===== config.mk =====
export PLATFORM = sky130hd
export DESIGN_NAME = int_sched
export DESIGN_NICKNAME = d
export VERILOG_FILES = /design/src/rtl/int_sched_pkg.sv /design/src/rtl/int_prio_enc.sv /design/src/rtl/int_sched.sv
export SDC_FILE = /design/constraint.sdc
export NUM_CORES = 1
export LEC_CHECK = 0
export CORE_AREA = 2 2 79 58
export CTS_BUF_LIST = sky130_fd_sc_hd__clkbuf_4 sky130_fd_sc_hd__clkbuf_8 sky130_fd_sc_hd__clkbuf_16
export DETAILED_ROUTE_END_ITERATION = 10
export DIE_AREA = 0 0 81 60
export MAX_ROUTING_LAYER = met4
export PLACE_DENSITY = 0.74
export REMOVE_ABC_BUFFERS = 1
export SLEW_MARGIN = 5
export SYNTH_ARGS = -nofsm -noshare
export SYNTH_HDL_FRONTEND = slang
export SYNTH_SLANG_ARGS = --single-unit

===== constraint.sdc =====
create_clock -name clk -period 1.55 [get_ports clk]
set_input_delay 0.31 -clock clk [delete_from_list [all_inputs] [get_ports clk]]
set_output_delay 0.31 -clock clk [all_outputs]
set_load 0.005 [all_outputs]

===== src/rtl/int_sched_pkg.sv =====
// int_sched_pkg: shared definitions for the interrupt scheduler.
//   state_e          scheduler state encoding (also visible through the EOI register read)
//   REG_*            MMIO register select values on cfg_addr
//   CAUSE_*          bit positions inside the CAUSE register
package int_sched_pkg;

   typedef enum logic [1:0] {
      StIdle    = 2'd0,
      StFire    = 2'd1,
      StService = 2'd2,
      StHold    = 2'd3
   } state_e;

   localparam logic [1:0] REG_MASK  = 2'd0;
   localparam logic [1:0] REG_PEND  = 2'd1;
   localparam logic [1:0] REG_CAUSE = 2'd2;
   localparam logic [1:0] REG_EOI   = 2'd3;

   localparam int unsigned CAUSE_VALID = 31;
   localparam int unsigned CAUSE_TMO   = 30;

endpackage


===== src/rtl/int_prio_enc.sv =====
// int_prio_enc: lowest-index-wins priority encoder.
//   req  in   N_SRC  request vector (bit 0 is highest priority)
//   any  out  1      at least one request set
//   id   out  ID_W   index of the winning request (0 when none)
module int_prio_enc #(
   parameter int unsigned N_SRC = 4,
   parameter int unsigned ID_W  = $clog2(N_SRC)
) (
   input  logic [N_SRC-1:0] req,
   output logic             any,
   output logic [ID_W-1:0]  id
);

   // Scan from the top down so the lowest set index is the last one written.
   always_comb begin
      any = 1'b0;
      id  = '0;
      for (int i = N_SRC - 1; i >= 0; i--) begin
         if (req[i]) begin
            any = 1'b1;
            id  = ID_W'(i);
         end
      end
   end

endmodule


===== src/rtl/int_sched.sv =====
// int_sched: interrupt scheduler between debounced level sources and the core.
// Rising edges on src_in are latched as pending; the highest-priority pending and
// unmasked source is delivered as one single-cycle irq_pulse, then the scheduler waits
// for a software EOI and a holdoff period before delivering the next one.
//
// Optional build macro: INT_SCHED_TIMEOUT_EN -- auto-EOI after SVC_TIMEOUT cycles in
// SERVICE, flagged in CAUSE bit 30. Without it SERVICE waits indefinitely.
//
// Ports:
//   clk        in   1      CPU clock
//   reset      in   1      synchronous, active-high reset
//   src_in     in   N_SRC  level interrupt requests
//   cfg_we     in   1      register write strobe
//   cfg_addr   in   2      0 MASK, 1 PENDING (W1C), 2 CAUSE (RO), 3 EOI / state read
//   cfg_wdata  in   32     write data
//   cfg_rdata  out  32     combinational read data for cfg_addr
//   irq_pulse  out  1      single-cycle interrupt to the core
//   irq_id     out  ID_W   delivered source id, valid while irq_pulse=1
//   busy       out  1      high in FIRE, SERVICE or HOLD
module int_sched
   import int_sched_pkg::*;
#(
   parameter int unsigned N_SRC       = 4,
   parameter int unsigned HOLDOFF     = 8,
   parameter int unsigned SVC_TIMEOUT = 1024,
   parameter int unsigned ID_W        = $clog2(N_SRC)
) (
   input  logic             clk,
   input  logic             reset,
   input  logic [N_SRC-1:0] src_in,
   input  logic             cfg_we,
   input  logic [1:0]       cfg_addr,
   input  logic [31:0]      cfg_wdata,
   output logic [31:0]      cfg_rdata,
   output logic             irq_pulse,
   output logic [ID_W-1:0]  irq_id,
   output logic             busy
);

   localparam int unsigned HCW = $clog2(HOLDOFF + 1);

   state_e           state_q, state_d;
   logic [N_SRC-1:0] src_prev_q;
   logic [N_SRC-1:0] pend_q, pend_d;
   logic [N_SRC-1:0] mask_q, mask_d;
   logic [N_SRC-1:0] rise, clr, fire_clr;
   logic [ID_W-1:0]  sel_q, sel_d;
   logic [ID_W-1:0]  enc_id;
   logic             enc_any;
   logic             cause_valid_q, cause_valid_d;
   logic             cause_tmo_q, cause_tmo_d;
   logic [ID_W-1:0]  cause_id_q, cause_id_d;
   logic [HCW-1:0]   hold_q, hold_d;
   logic             eoi_wr;
   logic             tmo_hit;

   logic unused_wdata;
   assign unused_wdata = ^cfg_wdata[31:N_SRC];

   assign rise     = src_in & ~src_prev_q;
   assign eoi_wr   = cfg_we && (cfg_addr == REG_EOI);
   assign fire_clr = (state_q == StFire) ? (N_SRC'(1) << sel_q) : '0;
   assign clr      = ((cfg_we && (cfg_addr == REG_PEND)) ? cfg_wdata[N_SRC-1:0] : '0) | fire_clr;
   // A new edge in the same cycle as a clear keeps the bit set.
   assign pend_d   = (pend_q & ~clr) | rise;
   assign mask_d   = (cfg_we && (cfg_addr == REG_MASK)) ? cfg_wdata[N_SRC-1:0] : mask_q;

   int_prio_enc #(
      .N_SRC (N_SRC),
      .ID_W  (ID_W)
   ) u_prio_enc (
      .req (pend_q & mask_q),
      .any (enc_any),
      .id  (enc_id)
   );

`ifdef INT_SCHED_TIMEOUT_EN
   localparam int unsigned TCW = $clog2(SVC_TIMEOUT + 1);

   logic [TCW-1:0] svc_q;

   // Counts cycles spent in SERVICE; restarts from zero on every entry.
   always_ff @(posedge clk) begin
      if (reset || (state_q != StService)) begin
         svc_q <= '0;
      end else begin
         svc_q <= svc_q + 1'b1;
      end
   end

   assign tmo_hit = (state_q == StService) && (svc_q == TCW'(SVC_TIMEOUT - 1));
`else
   localparam int unsigned UnusedSvcTimeout = SVC_TIMEOUT;

   assign tmo_hit = 1'b0;
`endif

   always_comb begin
      state_d       = state_q;
      sel_d         = sel_q;
      hold_d        = hold_q;
      cause_valid_d = cause_valid_q;
      cause_tmo_d   = cause_tmo_q;
      cause_id_d    = cause_id_q;
      unique case (state_q)
         StIdle: begin
            if (enc_any) begin
               sel_d   = enc_id;
               state_d = StFire;
            end
         end
         StFire: begin
            cause_valid_d = 1'b1;
            cause_tmo_d   = 1'b0;
            cause_id_d    = sel_q;
            state_d       = StService;
         end
         StService: begin
            if (eoi_wr || tmo_hit) begin
               cause_valid_d = 1'b0;
               // A real EOI in the same cycle as the timeout is not a timeout.
               if (!eoi_wr) begin
                  cause_tmo_d = 1'b1;
               end
               hold_d  = HCW'(HOLDOFF - 1);
               state_d = StHold;
            end
         end
         StHold: begin
            if (hold_q == '0) begin
               state_d = StIdle;
            end else begin
               hold_d = hold_q - 1'b1;
            end
         end
         default: state_d = StIdle;
      endcase
   end

   always_ff @(posedge clk) begin
      if (reset) begin
         state_q       <= StIdle;
         src_prev_q    <= '0;
         pend_q        <= '0;
         mask_q        <= '0;
         sel_q         <= '0;
         hold_q        <= '0;
         cause_valid_q <= 1'b0;
         cause_tmo_q   <= 1'b0;
         cause_id_q    <= '0;
      end else begin
         state_q       <= state_d;
         src_prev_q    <= src_in;
         pend_q        <= pend_d;
         mask_q        <= mask_d;
         sel_q         <= sel_d;
         hold_q        <= hold_d;
         cause_valid_q <= cause_valid_d;
         cause_tmo_q   <= cause_tmo_d;
         cause_id_q    <= cause_id_d;
      end
   end

   assign irq_pulse = (state_q == StFire);
   assign irq_id    = irq_pulse ? sel_q : '0;
   assign busy      = (state_q != StIdle);

   always_comb begin
      cfg_rdata = '0;
      unique case (cfg_addr)
         REG_MASK:  cfg_rdata[N_SRC-1:0] = mask_q;
         REG_PEND:  cfg_rdata[N_SRC-1:0] = pend_q;
         REG_CAUSE: begin
            cfg_rdata[CAUSE_VALID] = cause_valid_q;
            cfg_rdata[CAUSE_TMO]   = cause_tmo_q;
            cfg_rdata[ID_W-1:0]    = cause_id_q;
         end
         REG_EOI:   cfg_rdata[1:0] = state_q;
         default:   cfg_rdata = '0;
      endcase
   end

endmodule


# After elaboration in Yosys (flattened, before gate mapping)
# Cells that the tools add are included.
[totals]
ff_bits = 23
inputBits = 41
out_inout_bits = 36
[op_classes]
addsub = 1
n_eq_ne = 10
shifts = 1
mux = 23
n_bitwise = 7
reduce_logical = 13
[op_table]
columns = ["cell", "count"]
rows = [
  ["$mux 2", 9],
  ["$mux 4", 4],
  ["$pmux 2 s4", 2],
  ["$and 4x4->4", 3],
  ["$eq 2x2->1 const B", 4],
  ["$ne 2x2->1 const B", 4],
  ["$not 4->4", 2],
  ["$or 4x4->4", 2],
  ["$pmux 4 s2", 1],
  ["$reduce_and 3->1", 2],
  ["$reduce_bool 2->1", 3],
  ["$mux 1", 5],
  ["$eq 2x1->1 const B", 2],
  ["$logic_not 2->1", 2],
  ["$logic_not 4->1", 1],
  ["$pmux 2 s2", 1],
  ["$reduce_and 2->1", 2],
  ["$shl 1x2->4 const A", 1],
  ["$sub 4x1->4 const B", 1],
  ["$logic_and 1x1->1", 3],
  ["$pmux 1 s2", 1],
]

# Logic depth before layout (Yosys ltp)
[depth]
word_depth = 7
depth_mapped = 6
depth_no_buf = 6

# Cells and area by module
# Synthesis repeated with hierarchy kept, for this count alone.
[hier_totals]
cells_unflattened = 166
hier_area_um2 = 1421.4
[modules_own_cells]
columns = ["mod", "instances", "cells_per_inst", "area_each_um2", "seq_area_each_um2"]
rows = [
  ["int_sched", 1, 159, 1386.3, 460.4],
  ["int_prio_enc", 1, 7, 35.0, 0.0],
]

# Least setup slack after synthesis
# Ideal clock, no wire load.
[synth_timing]
kind = "reg2reg"
start = "reg hold_q[0]"
end = "reg state_q[0]"
arrival_time_ns = 1.535
required_time_ns = 1.478
setup_slack_ns = -0.057
stages_incl_launch_ff = 6
n_path_buf = 0
synth_period_minus_slack_ns = 1.607
cell_sequence = "dfxtp_1 inv_1 ha_1 or3b_4 a222oi_1 mux2i_1"
[synth_via]
elab_chain_cells = 3
[synth_lines]
columns = ["element", "line_no", "text"]
rows = [
  ["start, declared", "int_sched.sv:53", "logic [HCW-1:0] hold_q, hold_d;"],
  ["start signal, assigned", "int_sched.sv:157", "hold_q <= hold_d;"],
  ["$logic_not 4->1", "int_sched.sv:130", "if (hold_q == '0) begin"],
  ["$ne 2x2->1 (no line)", "-", ""],
  ["$reduce_and 3->1 (no line)", "-", ""],
  ["end signal, assigned", "int_sched.sv:142", "state_q <= StIdle;"],
  ["end signal, assigned", "int_sched.sv:152", "state_q <= state_d;"],
  ["end, declared", "int_sched.sv:42", "state_e state_q, state_d;"],
]
# No other way between the ends.
# A chain may end at the register's enable or synchronous reset.

# Worst setup path in the final report
# Same ends and word-level chain as after synthesis.

==> qor.yml <==
clock_network:
  clockBufferDepth: 2
  tritoncts_num_sinks: 23
  clk_pin_slew_ps: 80
  cts-root-buf: "clkbuf_8"
  hold_buffers: 0
  clk_latency_ps: 260
  htreeDepth: 1
  cts_tree: "built"
  cts_inserted_buffers: 3
logic_synthesis:
  synth_area_mm2: 0.00138
  synth_flop_cell: "dfxtp_1"
  async_flop_share_pct: 0
  ys_types: 38
  netlist_instances: 160
  synth-seq-cells: 23
  yosysSeqAreaShare_pct: 33.3
  synth_edf_count: 0
  yosysWarnings: 0
  avgSynthCellArea_um2: 8.63
setup_path:
  worst-setup-path-type: "flop to flop"
  start_kind: "flop"
  r2r_cells: 6
  cp_top_family: "simple AND/OR/NAND/NOR gates"
  path_cells: "inv_2 -> ha_4 -> or3b_4 -> a222oi_1 -> buf_4 -> mux2i_1"
  worst-endpoint-arrival_ps: 1770
  cp_slowest_cell: "or3b_4"
  cp-end-kind: "flop"
  cpPeakStageDelay_ps: 380
  rrSetupSlack_ps: -40
  cp_num_buf_inv: 2
  path_max_fanout: 2
  reg2reg_from: "hold_q[0]$_SDFFE_PP0P_"
  worstReg2RegEnd: "state_q[0]$_SDFFE_PP0P_"
  cp.required_ps: 1730
drt:
  ant_nets: 0
  post-route-drc-count: 0
  viasPerCell: 4.47
  wirelength_met1_um: 1590
  dr.pass1.iters: 4
  first_iter_violations: 52
  dr_wl_met2_um: 1520
  wl_per_cell_um: 12.4
  wl_met3_um: 173
  routed_wl_um: 3290
  top_layer: "met4"
  vias: 1188
floorplan:
  core.rowCount: 20
  dieArea_mm2: 0.00486
  die_h_um: 60
  coreArea_mm2: 0.00415
  initial_core_util_pct: 33.3
  ios: 77
  die_w_um: 81
power:
  power_leakage_nw: 0.859
  p_switching_mw: 0.683
  p_per_area_mw_per_mm2: 1120
  p_int_mw: 1.40
  clkPwrFrac_pct: 18.8
  ir_worst_vdd_v: 0.000481
  combPwrFrac_pct: 45.6
  power_mw: 2.08
  pwr-share-seq_pct: 35.6
  switching_share_pct: 32.9
global_routing:
  grt-ovfl-total: 0
  antenna_found_initial: 0
  first_global_vias: 1106
  grt_max_degree: 13
  grt_pass1_wl_um: 5220
  grt_use_total_pct: 14.8
timing:
  setup_violations: 4
  finalHoldViolCount: 0
  drv_slew: 0
  rsz0062_at_grt: "yes"
  worst_slack_ps: -39.4
  fin_crit_ps: 1590
  fin_skew_ps: 6.83
  timing.final.crit_share_pct: 103
  max_freq_ghz: 0.629
layout:
  ff_latch_area_um2: 470
  layout-drive-gt1-share_pct: 30.8
  layout_commonest_cell: "buf_4"
  final_cell_mix: "buf_4, conb_1, dfxtp_1, nand2_1, nor2_1"
  nFillCells: 420
  diodes: 0
  layout-area-overhead-vs-synth_pct: 34.5
  multi_input_area_um2: 790
  nNetsFinal: 259
  utilization_pct: 44.7
hold_path:
  min_to: "pend_q[2]$_SDFF_PP0_"
  whs_path_depth: 1
  hold_path_class: "flop to flop"
  min-delay-start: "src_prev_q[2]$_SDFF_PP0_"
run:
  cap_violations: 0
place:
  hpwlAfterDp_um: 2530
  place_congestion: 0.868
  port_buffers: 21
run_status:
  violations: "negative setup slack"
  status: "finished, violations left"
-- layout make-up --
class | count | share of cell area [%]
Clock buffer | 4 | 2.63
Inverter | 14 | 2.96
Multi-Input combinational cell | 117 | 42.5
Sequential cell | 23 | 25.3
Tap cell | 55 | 3.70
Timing Repair Buffer | 53 | 22.9
-- sequential cells by signal, indices dropped and copies added, names as in the netlist --
register       flops
pend_q             4
src_prev_q         4
mask_q             4
sel_q              2
cause_valid_q      1
cause_id_q         2
hold_q             4
state_q            2
-- logic make-up (layout without fill, tap and decap cells) --
| group | Yosys count | after routing | synth area share [%] |
|---|---|---|---|
| simple gates | 42 | 42 | 14.9 |
| mux | 10 | 10 | 9.06 |
| fa+ha+maj | 6 | 6 | 5.43 |
| buf+inv | 46 | 71 | 20.2 |
| other cells | 1 | 27 | 0.271 |
| compound gates | 32 | 32 | 16.8 |
| flops | 23 | 23 | 33.3 |
-- worst reg2reg max path, delay by kind of cell, from the launching register on --
family,cells,cell delay (ps)
AND/OR/NAND/NOR,1,380
flip-flops,1,330
buffers and inverters,2,250
AO/OA/AOI/OAI,1,240
multiplexers,1,170
adder cells (fa/ha/maj),1,130
-- stage by stage --
step                hold WS (ps)  TNS [ps]  area, um2  worst slack (ps)  std cells
finish                       418     -97.7       1860             -39.4        266
global route                 441      -318       1860             -93.5        266
global placement             402     -5090       1750              -587        259
floorplan                    379      -114       1250             -57.1        154
CTS                          423      -183       1860             -98.0        266
detailed placement           412     -5270       1750              -584        259
-- layer usage --
metal / GRT usage [%] / up-vias
met5: - / -
met4: 1.45 / 0
met3: 3.47 / 2
met2: 23.1 / 30
met1: 20.2 / 556
li1: - / 600
-- what timing repair did --
item | CTS | global route
gates resized for setup | 42 | 11
endpoints found under the setup margin | 15 | 10
setup buffers | 3 | 0
pin swaps | 4 | 1
-- synth_stat cells (all sizes together) (2+ instances only) --
cell type	count	area (um2)
a41o	2	20.0
o2111ai	2	17.5
nand4b	2	17.5
mux4	2	45.0
nor2b	2	12.5
o21ai	6	30.0
clkbuf	3	11.3
dfxtp	23	460
and2	2	12.5
nor3b	2	20.0
mux2i	8	80.1
nand2	17	63.8
ha	6	75.1
buf	29	215
a21oi	8	40.0
inv	14	52.6
o221a	2	22.5
a22oi	2	15.0
nor2	12	45.0
-- power groups by stage --
stage               registers [mW]  clock network (mW)  logic (mW)
floorplan                    0.724                   0       0.380
global placement             0.735                   0       0.806
detailed placement           0.736                   0       0.833
CTS                          0.732               0.396       0.910
global route                 0.749               0.427        1.04
finish                       0.740               0.391       0.947
-- how the worst max path moves through the flow --
stage                       startpoint                 endpoint  slack, ps  cells after the start
2_1_floorplan   hold_q[0]$_SDFFE_PP0P_  state_q[0]$_SDFFE_PP0P_        -60                      5
3_3_place_gp               cfg_addr[0]             cfg_rdata[0]       -590                      3
3_5_place_dp               cfg_addr[1]             cfg_rdata[1]       -580                      3
4_1_cts        state_q[1]$_SDFFE_PP0P_             cfg_rdata[1]       -100                      2
5_1_grt         hold_q[0]$_SDFFE_PP0P_  state_q[1]$_SDFFE_PP0P_        -90                      6
6_report        hold_q[0]$_SDFFE_PP0P_  state_q[0]$_SDFFE_PP0P_        -40                      6
Note: power is estimated with default switching activity, not from simulation.
